==> config.mk <==
export PLATFORM = sky130hd
export DESIGN_NAME = range_window_ctrl
export DESIGN_NICKNAME = d
export VERILOG_FILES = /design/src/rtl/rf_ctrl_pkg.sv /design/src/rtl/range_stall_timer.sv /design/src/rtl/range_window_ctrl.sv
export SDC_FILE = /design/constraint.sdc
export NUM_CORES = 1
export LEC_CHECK = 0
export ABC_AREA = 0
export CAP_MARGIN = 25
export CORE_MARGIN = 1
export CORE_UTILIZATION = 35
export CTS_CLUSTER_DIAMETER = 40
export DETAILED_ROUTE_END_ITERATION = 8
export SLEW_MARGIN = 20
export SYNTH_ARGS = -nofsm -noshare
export SYNTH_HDL_FRONTEND = slang
export SYNTH_SLANG_ARGS = --single-unit
==> constraint.sdc <==
create_clock -name clk -period 2.8 [get_ports clk]
set_clock_uncertainty 0.05 [all_clocks]
set_input_delay 0.56 -clock clk [delete_from_list [all_inputs] [get_ports clk]]
set_output_delay 0.56 -clock clk [all_outputs]
set_load 0.01 [all_outputs]
==> src/rtl/rf_ctrl_pkg.sv <==
// rf_ctrl_pkg: shared state encoding and constants for the range window sequencer
package rf_ctrl_pkg;
    typedef enum logic [1:0] {IDLE, RUN, WAIT_RES, HOLD} state_t;
    localparam int MIN_LEN = 2;
endpackage

==> src/rtl/range_stall_timer.sv <==
// range_stall_timer: counts idle cycles and flags when TIMEOUT consecutive ones have elapsed
module range_stall_timer #(
    parameter int TIMEOUT = 255
) (
    input  logic clk,
    input  logic rst_n,
    input  logic clr_i,
    input  logic en_i,
    output logic expired_o
);
    localparam int TW = $clog2(TIMEOUT + 1);
    logic [TW-1:0] cnt_q, cnt_d;
    assign expired_o = cnt_q == TW'(TIMEOUT);
    // saturate at TIMEOUT so the expired flag stays asserted until cleared
    always_comb cnt_d = clr_i ? '0 : (en_i && !expired_o) ? cnt_q + 1'b1 : cnt_q;
    // counter register
    always_ff @(posedge clk) cnt_q <= !rst_n ? '0 : cnt_d;
endmodule

==> src/rtl/range_window_ctrl.sv <==
// range_window_ctrl: cuts a sample stream into windows and sequences one RangeFinder per window
module range_window_ctrl
    import rf_ctrl_pkg::*;
#(
    parameter int WIDTH   = 8,
    parameter int LEN_W   = 8,
    parameter int TIMEOUT = 255
) (
    input  logic             clk,
    input  logic             rst_n,
    input  logic [LEN_W-1:0] win_len,
    input  logic [WIDTH-1:0] s_data,
    input  logic             s_valid,
    output logic             s_ready,
    output logic [WIDTH-1:0] m_range,
    output logic             m_error,
    output logic             m_valid,
    input  logic             m_ready,
    output logic [WIDTH-1:0] rf_data,
    output logic             rf_go,
    output logic             rf_finish,
    input  logic [WIDTH-1:0] rf_range,
    input  logic             rf_error,
    output logic             busy
);
    localparam int CNT_W = LEN_W + 1;
    state_t           state_q, state_d;
    logic [CNT_W-1:0] len_q, len_d, cnt_q, cnt_d;
    logic [WIDTH-1:0] data_q, data_d, range_q, range_d;
    logic             err_q, err_d, valid_q, valid_d;
    logic             xfer, expired, abort;
    logic [CNT_W-1:0] win_len_ext;

    assign win_len_ext = {1'b0, win_len};
    assign s_ready     = state_q == IDLE || state_q == RUN;
    assign xfer        = s_valid && s_ready;
    assign abort       = state_q == RUN && (rf_error || expired);
    // the accepted sample goes straight through so go/finish see it in the same cycle
    assign rf_data     = xfer ? s_data : data_q;
    assign rf_go       = state_q == IDLE && xfer;
    assign rf_finish   = state_q == RUN && xfer && !abort && cnt_q + 1'b1 == len_q;
    assign busy        = state_q != IDLE;
    assign m_range     = range_q;
    assign m_error     = err_q;
    assign m_valid     = valid_q;

    range_stall_timer #(.TIMEOUT(TIMEOUT)) u_timer (
        .clk      (clk),
        .rst_n    (rst_n),
        .clr_i    (state_q != RUN || xfer),
        .en_i     (1'b1),
        .expired_o(expired)
    );

    // next-state, window bookkeeping and result capture
    always_comb begin
        state_d = state_q;
        len_d   = len_q;
        cnt_d   = cnt_q;
        data_d  = xfer ? s_data : data_q;
        range_d = range_q;
        err_d   = err_q;
        valid_d = valid_q;
        case (state_q)
            IDLE: if (xfer) begin
                len_d   = win_len_ext < CNT_W'(MIN_LEN) ? CNT_W'(MIN_LEN) : win_len_ext;
                cnt_d   = CNT_W'(1);
                state_d = RUN;
            end
            RUN: if (abort) begin
                range_d = '0;
                err_d   = 1'b1;
                valid_d = 1'b1;
                state_d = HOLD;
            end else if (xfer) begin
                cnt_d   = cnt_q + 1'b1;
                state_d = rf_finish ? WAIT_RES : RUN;
            end
            WAIT_RES: begin
                range_d = rf_range;
                err_d   = rf_error;
                valid_d = 1'b1;
                state_d = HOLD;
            end
            HOLD: if (m_ready) begin
                valid_d = 1'b0;
                state_d = IDLE;
            end
            default: state_d = IDLE;
        endcase
    end

    // state and datapath registers; reset discards any window in progress
    always_ff @(posedge clk) begin
        if (!rst_n) begin
            state_q <= IDLE;
            len_q   <= '0;
            cnt_q   <= '0;
            data_q  <= '0;
            range_q <= '0;
            err_q   <= 1'b0;
            valid_q <= 1'b0;
        end else begin
            state_q <= state_d;
            len_q   <= len_d;
            cnt_q   <= cnt_d;
            data_q  <= data_d;
            range_q <= range_d;
            err_q   <= err_d;
            valid_q <= valid_d;
        end
    end
endmodule

==> results of run 1 <==
-- final timing paths --
check / start / to / slack (ps)
worst min-delay path: m_valid / m_valid / 410
worst min register to register: m_valid / m_valid / 410
worst max-delay path: cnt_q[0] / rf_finish / 70
worst max register to register: u_timer.cnt_q[0] / register / 820
-- per-stage QoR --
stage / setup TNS (ps) / hold slack, ps
after floorplan: 0 / 416
after global placement: -70.3 / 411
after detailed placement: -80.1 / 405
after CTS: 0 / 418
after global routing: -28.9 / 472
final: 0 / 412
-- cells in the final DEF (no fill, tap or decap), types with 2 or more instances in the layout --
cell	n
nand2_1	21
a21oi_2	2
or2_2	3
a21boi_0	12
dlymetal6s2s_1	3
o211ai_1	4
o21ai_0	14
xnor2_1	5
xor2_1	6
o21a_1	2
nand3_1	8
nand3b_1	2
a22oi_1	8
nor2b_1	11
clkdlybuf4s50_1	46
mux2_2	10
inv_1	2
dfxtp_1	44
and3b_1	2
nand2b_1	3
mux2i_1	3
a31oi_1	8
and2_1	8
buf_4	20
nor3b_1	2
nor3_1	5
nand4_1	4
clkbuf_8	5
a21oi_1	3
nor2_1	20
a211oi_2	2
-- metal layers --
metal,part of all wire,vias to the layer above,global-route usage
met4,0.019,0,0.0580
li1,-,1024,-
met3,0.038,9,0.0437
met5,0,-,0
met2,0.49,52,0.265
met1,0.46,972,0.193
-- cell usage after synthesis (all sizes together), types with 6 or more instances --
library cell   n
nor2b         11
nand3          9
o21ai         15
and2           9
a31oi          8
buf            7
nand2         22
dfxtp         45
xor2           6
a22oi          8
mux2          10
nor2          21
a21boi        12
-- power by group through the flow --
stage	combinational [uW]	clock, uW	sequential, uW
CTS	303	427	693
floorplan	160	0	705
finish	305	411	693
global route	334	454	697
detailed placement	300	0	707
global placement	299	0	708
-- worst max-delay path, stage by stage, from the launching register on --
cell and delay, ps:
dfxtp_1 350, ha_2 290, xor2_1 150, a211oi_2 190, o211ai_1 120, and3b_1 220, and4_2 240, dlygate4sd2_1 260
-- state kept, by name (all words and copies together), names as in the netlist, named ones only --
signal	flops
u_timer.cnt_q	8
state_q	1
m_valid	1
cnt_q	9
len_q	8
data_q	8
m_range	8
m_error	1
-- area by class of cell --
type,instances,area share
Tap cell,77,0.0314
Sequential cell,45,0.294
Clock buffer,5,0.0224
Multi-Input combinational cell,191,0.423
Clock inverter,3,0.00693
Timing Repair Buffer,71,0.220
Inverter,2,0.00244
-- kinds of logic after synthesis --
group / share of synthesized area
compound gates: 0.189
flops: 0.394
xor+xnor: 0.0421
simple gates: 0.257
mux: 0.0624
fa+ha+maj: 0.0109
buf+inv: 0.0438
-- timing repair --
item | in CTS | in global routing
setup endpoints to repair | 1 | 9
hold buffers | 0 | 0
resized for setup | 1 | 7
hold endpoints to repair | 0 | 0
setup buffers | 1 | 4
==> impl_metrics.env, run 1 <==
export IMPL_first_iter_violations=96
export IMPL_synth_area_um2=2290
export IMPL_drive_above_1_share=0.192
export IMPL_grt_pass1_wl_um=8850
export IMPL_status="finished clean"
export IMPL_start_util=0.362
export IMPL_place_hpwl_um=3780
export IMPL_synthArstFlopShare=0
export IMPL_final_cell_area_um2=3070
export IMPL_synth_cells=251
export IMPL_wire_per_inst_um=13.3
export IMPL_syn2layout_area_growth_pct=34.3
export IMPL_syn_nets=282
export IMPL_drv_cap=0
export IMPL_vias=2057
export IMPL_cts_sinks=45
export IMPL_die_area_um2=6860
export IMPL_sw_frac_of_total=0.273
export IMPL_routabilityCongestion=0.828
export IMPL_synth_ff_type="dfxtp_1"
export IMPL_startpoint_type="register"
export IMPL_n_antenna_cell=0
export IMPL_portBuffers=50
export IMPL_path_clk_slew_ps=90
export IMPL_fp_dieW_um=82.8
export IMPL_ctsLongestPathBuffers=2
export IMPL_cp_arrival_ps=2120
export IMPL_yosysUniqueCellTypes=56
export IMPL_rsz0062_at_grt="yes"
export IMPL_pwr_share_clk=0.292
export IMPL_clock_latency_ps=300
export IMPL_cts_buffers_inserted=5
export IMPL_seq_area_frac_synth=0.394
export IMPL_p_seq_frac=0.492
export IMPL_via_per_inst=5.22
export IMPL_path_class="reg2out"
export IMPL_grt_overflow_total=0
export IMPL_yosys_warnings=0
export IMPL_grt_antenna_before_repair=0
export IMPL_drt_total_wl_um=5260
export IMPL_placementRows=29
export IMPL_nNetsFinal=347
export IMPL_io_pins=51
export IMPL_die_h_um=82.8
export IMPL_worst_slack_ps=70.1
export IMPL_grt_max_degree=23
export IMPL_drc=0
export IMPL_syn_avg_cell_area_um2=9.11
export IMPL_ff2ff_path_depth=7
export IMPL_finalSetupViolCount=0
export IMPL_slew_viol_final=0
export IMPL_leakage_uw=0.00118
export IMPL_cellInternalPower_uw=1020
export IMPL_endpoint_kind="output pin"
export IMPL_fin_total_pwr_uw=1410
export IMPL_grt_usage=0.158
export IMPL_regArea_um2=902
export IMPL_synth_edff_count=0
export IMPL_p_per_area_nw_per_um2=459
export IMPL_combPwrFrac=0.216
export IMPL_synth_area_leaders="dfxtp_1, mux2_2, a21boi_0, nand2_1, nor2_1"
export IMPL_first_pass_iters=4
export IMPL_worst_pin_slew_ps=700
export IMPL_pre_cts_slack_ps=-80.1
export IMPL_hp_class="reg2reg"
export IMPL_worstHoldPathCells=2
export IMPL_multi_input_area_um2=1300
export IMPL_postPlaceCellArea_um2=2920
export IMPL_p_sw_uw=385
export IMPL_finalCritPeriodShare=0.975
export IMPL_finalHoldViolCount=0
export IMPL_grt_pass1_vias=1924
export IMPL_max_vdd_ir_drop_v=0.000277
export IMPL_cp_max_fo=2
export IMPL_relSlewSlack=0.532
export IMPL_cts_htree_levels=2
export IMPL_ys_ff_latch=45
export IMPL_fillCellCount=644
export IMPL_synth_top_area_frac=0.394
export IMPL_final_cells=394
export IMPL_cts_tree="yes"
export IMPL_core_area_um2=6310
export IMPL_fin_crit_ps=2730
export IMPL_cts_root_buffer="clkbuf_8"
export IMPL_fmax_ghz=0.366
export IMPL_cp_required_ps=2190
export IMPL_fin_util=0.486
export IMPL_yosys_area_top_type="dfxtp_1"
export IMPL_dp_cells=381
export IMPL_drtAntennaViolNets=0
(Power assumes the default switching activity.)
==> inputs of run 2 (changes only) <==
Settings changed: CORE_MARGIN 1 to 2, SKIP_CTS_REPAIR_TIMING from default to 1.
==> run 2 against run 1 <==
Global-route usage is 0.62 points lower. Core utilization shrank 0.10 points. Highest routed layer unchanged. Worst hold slack improved by 18 ps. Sequential power barely moved.
==> impl_metrics.env, run 2 (same netlist as run 1, synthesis figures left out) <==
export IMPL_status="finished clean"
export IMPL_drc=0
export IMPL_regArea_um2=905
export IMPL_grt_antenna_before_repair=0
export IMPL_first_iter_violations=62
export IMPL_path_class="in2out"
export IMPL_largest_reg_flops=9
export IMPL_vias=1993
export IMPL_ff2ff_path_depth=7
export IMPL_cts_sinks=45
export IMPL_critical_path_most_common_cell="clkdlybuf4s50_1"
export IMPL_postPlaceCellArea_um2=2950
export IMPL_nNetsFinal=345
export IMPL_cts_root_buffer="clkbuf_8"
export IMPL_cts_tree="yes"
export IMPL_relSlewSlack=0.669
export IMPL_die_area_um2=7190
export IMPL_place_hpwl_um=3880
export IMPL_finalSetupViolCount=0
export IMPL_io_pins=51
export IMPL_syn2layout_area_growth_pct=34.8
export IMPL_finalHoldViolCount=0
export IMPL_top_register="cnt_q"
export IMPL_max_stage_delay_ps=480
export IMPL_setup_tns_final_ps=0
export IMPL_cts_buffers_inserted=5
export IMPL_placementRows=29
export IMPL_startpoint_type="primary input"
export IMPL_first_pass_iters=4
export IMPL_hold_end="cnt_q[4]"
export IMPL_rsz0062_at_grt="no"
export IMPL_fp_dieW_um=84.8
export IMPL_via_per_inst=5.08
export IMPL_cp_max_fo=10
export IMPL_timing_hold_ws_ps=430
export IMPL_hp_class="reg2reg"
export IMPL_grt_overflow_total=0
export IMPL_wire_per_inst_um=13.3
export IMPL_cts_htree_levels=2
export IMPL_endpoint_kind="output pin"
export IMPL_grt_usage=0.152
export IMPL_core_area_um2=6350
export IMPL_reg2reg_slack_ps=830
export IMPL_n_antenna_cell=0
export IMPL_crit_chain="clkdlybuf4s50_1, nand2b_1, buf_12, mux2_2, clkdlybuf4s50_1"
export IMPL_finalCritPeriodShare=0.975
export IMPL_die_h_um=84.8
export IMPL_grt_pass1_vias=1954
export IMPL_worst_pin_slew_ps=491
export IMPL_drive_above_1_share=0.194
export IMPL_dp_cells=384
export IMPL_fmax_ghz=0.366
export IMPL_grt_pass1_wl_um=8930
export IMPL_path_clk_slew_ps=80
export IMPL_clock_latency_ps=290
export IMPL_drv_cap=0
export IMPL_multi_input_area_um2=1310
export IMPL_leakage_uw=0.00118
export IMPL_r2r_start="u_timer.cnt_q[0]"
export IMPL_layout_common_cells="clkdlybuf4s50_1, dfxtp_1, nand2_1, nor2_1, buf_4"
export IMPL_final_cells=392
export IMPL_max_vdd_ir_drop_v=0.000330
export IMPL_ctsLongestPathBuffers=2
export IMPL_cp_arrival_ps=2120
export IMPL_grt_max_degree=21
export IMPL_mostFrequentLayoutCell="clkdlybuf4s50_1"
export IMPL_fin_total_pwr_uw=1430
export IMPL_portBuffers=50
export IMPL_hp_start="cnt_q[4]"
export IMPL_fin_crit_ps=2730
export IMPL_crit_slowest_cell="clkdlybuf4s50_1"
export IMPL_slew_viol_final=0
export IMPL_routabilityCongestion=0.793
export IMPL_p_per_area_nw_per_um2=465
export IMPL_fillCellCount=598
export IMPL_worstHoldPathCells=1
export IMPL_drt_total_wl_um=5210
export IMPL_final_cell_area_um2=3080
export IMPL_cp_required_ps=2190
export IMPL_start_util=0.360
export IMPL_drtAntennaViolNets=0
[run 2: changes by cell type in the layout (fill, tap and decap cells not counted), moves of 2 or more]
| cell | before | now |
|---|---|---|
| buf_4 | 20 | 18 |
| clkbuf_8 | 5 | 7 |
| dfxtp_1 | 44 | 42 |
| dfxtp_2 | 1 | 3 |
[run 2: through the flow]
step                worst slack (ps)  utilization
floorplan                        597            -
global placement               -47.0        0.464
detailed placement             -58.1        0.464
CTS                             -309        0.480
global route                   0.386        0.485
finish                          69.1        0.485
[run 2: layout make-up]
cell class	count	share of cell area
Clock buffer	7	0.0313
Clock inverter	1	0.00162
Inverter	2	0.00244
Multi-Input combinational cell	191	0.425
Sequential cell	45	0.294
Tap cell	77	0.0313
Timing Repair Buffer	69	0.215
[run 2: worst max-delay path, delay by kind of cell]
kind / cells / cell delay, ps
simple gates: 1 / 150
mux: 1 / 330
buf+inv: 3 / 1070
[run 2: worst max path at each step]
stage              from    endpoint  slack, ps  depth (start not counted)
3_5_place_dp   rf_error   rf_finish        -60                          5
3_3_place_gp   rf_error   rf_finish        -50                          5
2_1_floorplan  cnt_q[0]   rf_finish        600                          6
5_1_grt         s_valid  rf_data[3]        0.4                          5
4_1_cts        cnt_q[0]   rf_finish       -310                          7
6_report        s_valid  rf_data[3]         70                          5
[run 2: per-layer routing]
metal | wire (um) | track usage
met5 | 0 | 0
met4 | 49 | 0.0346
met3 | 156 | 0.0282
met2 | 2460 | 0.258
met1 | 2550 | 0.201
[run 2: power by group]
group	total, uW	leakage, uW	internal [uW]	switching (uW)
Sequential	694	0.000368	672	21.6
Combinational	303	0.000759	173	130
Clock	436	0.0000542	223	213
Total	1430	0.00118	1070	364
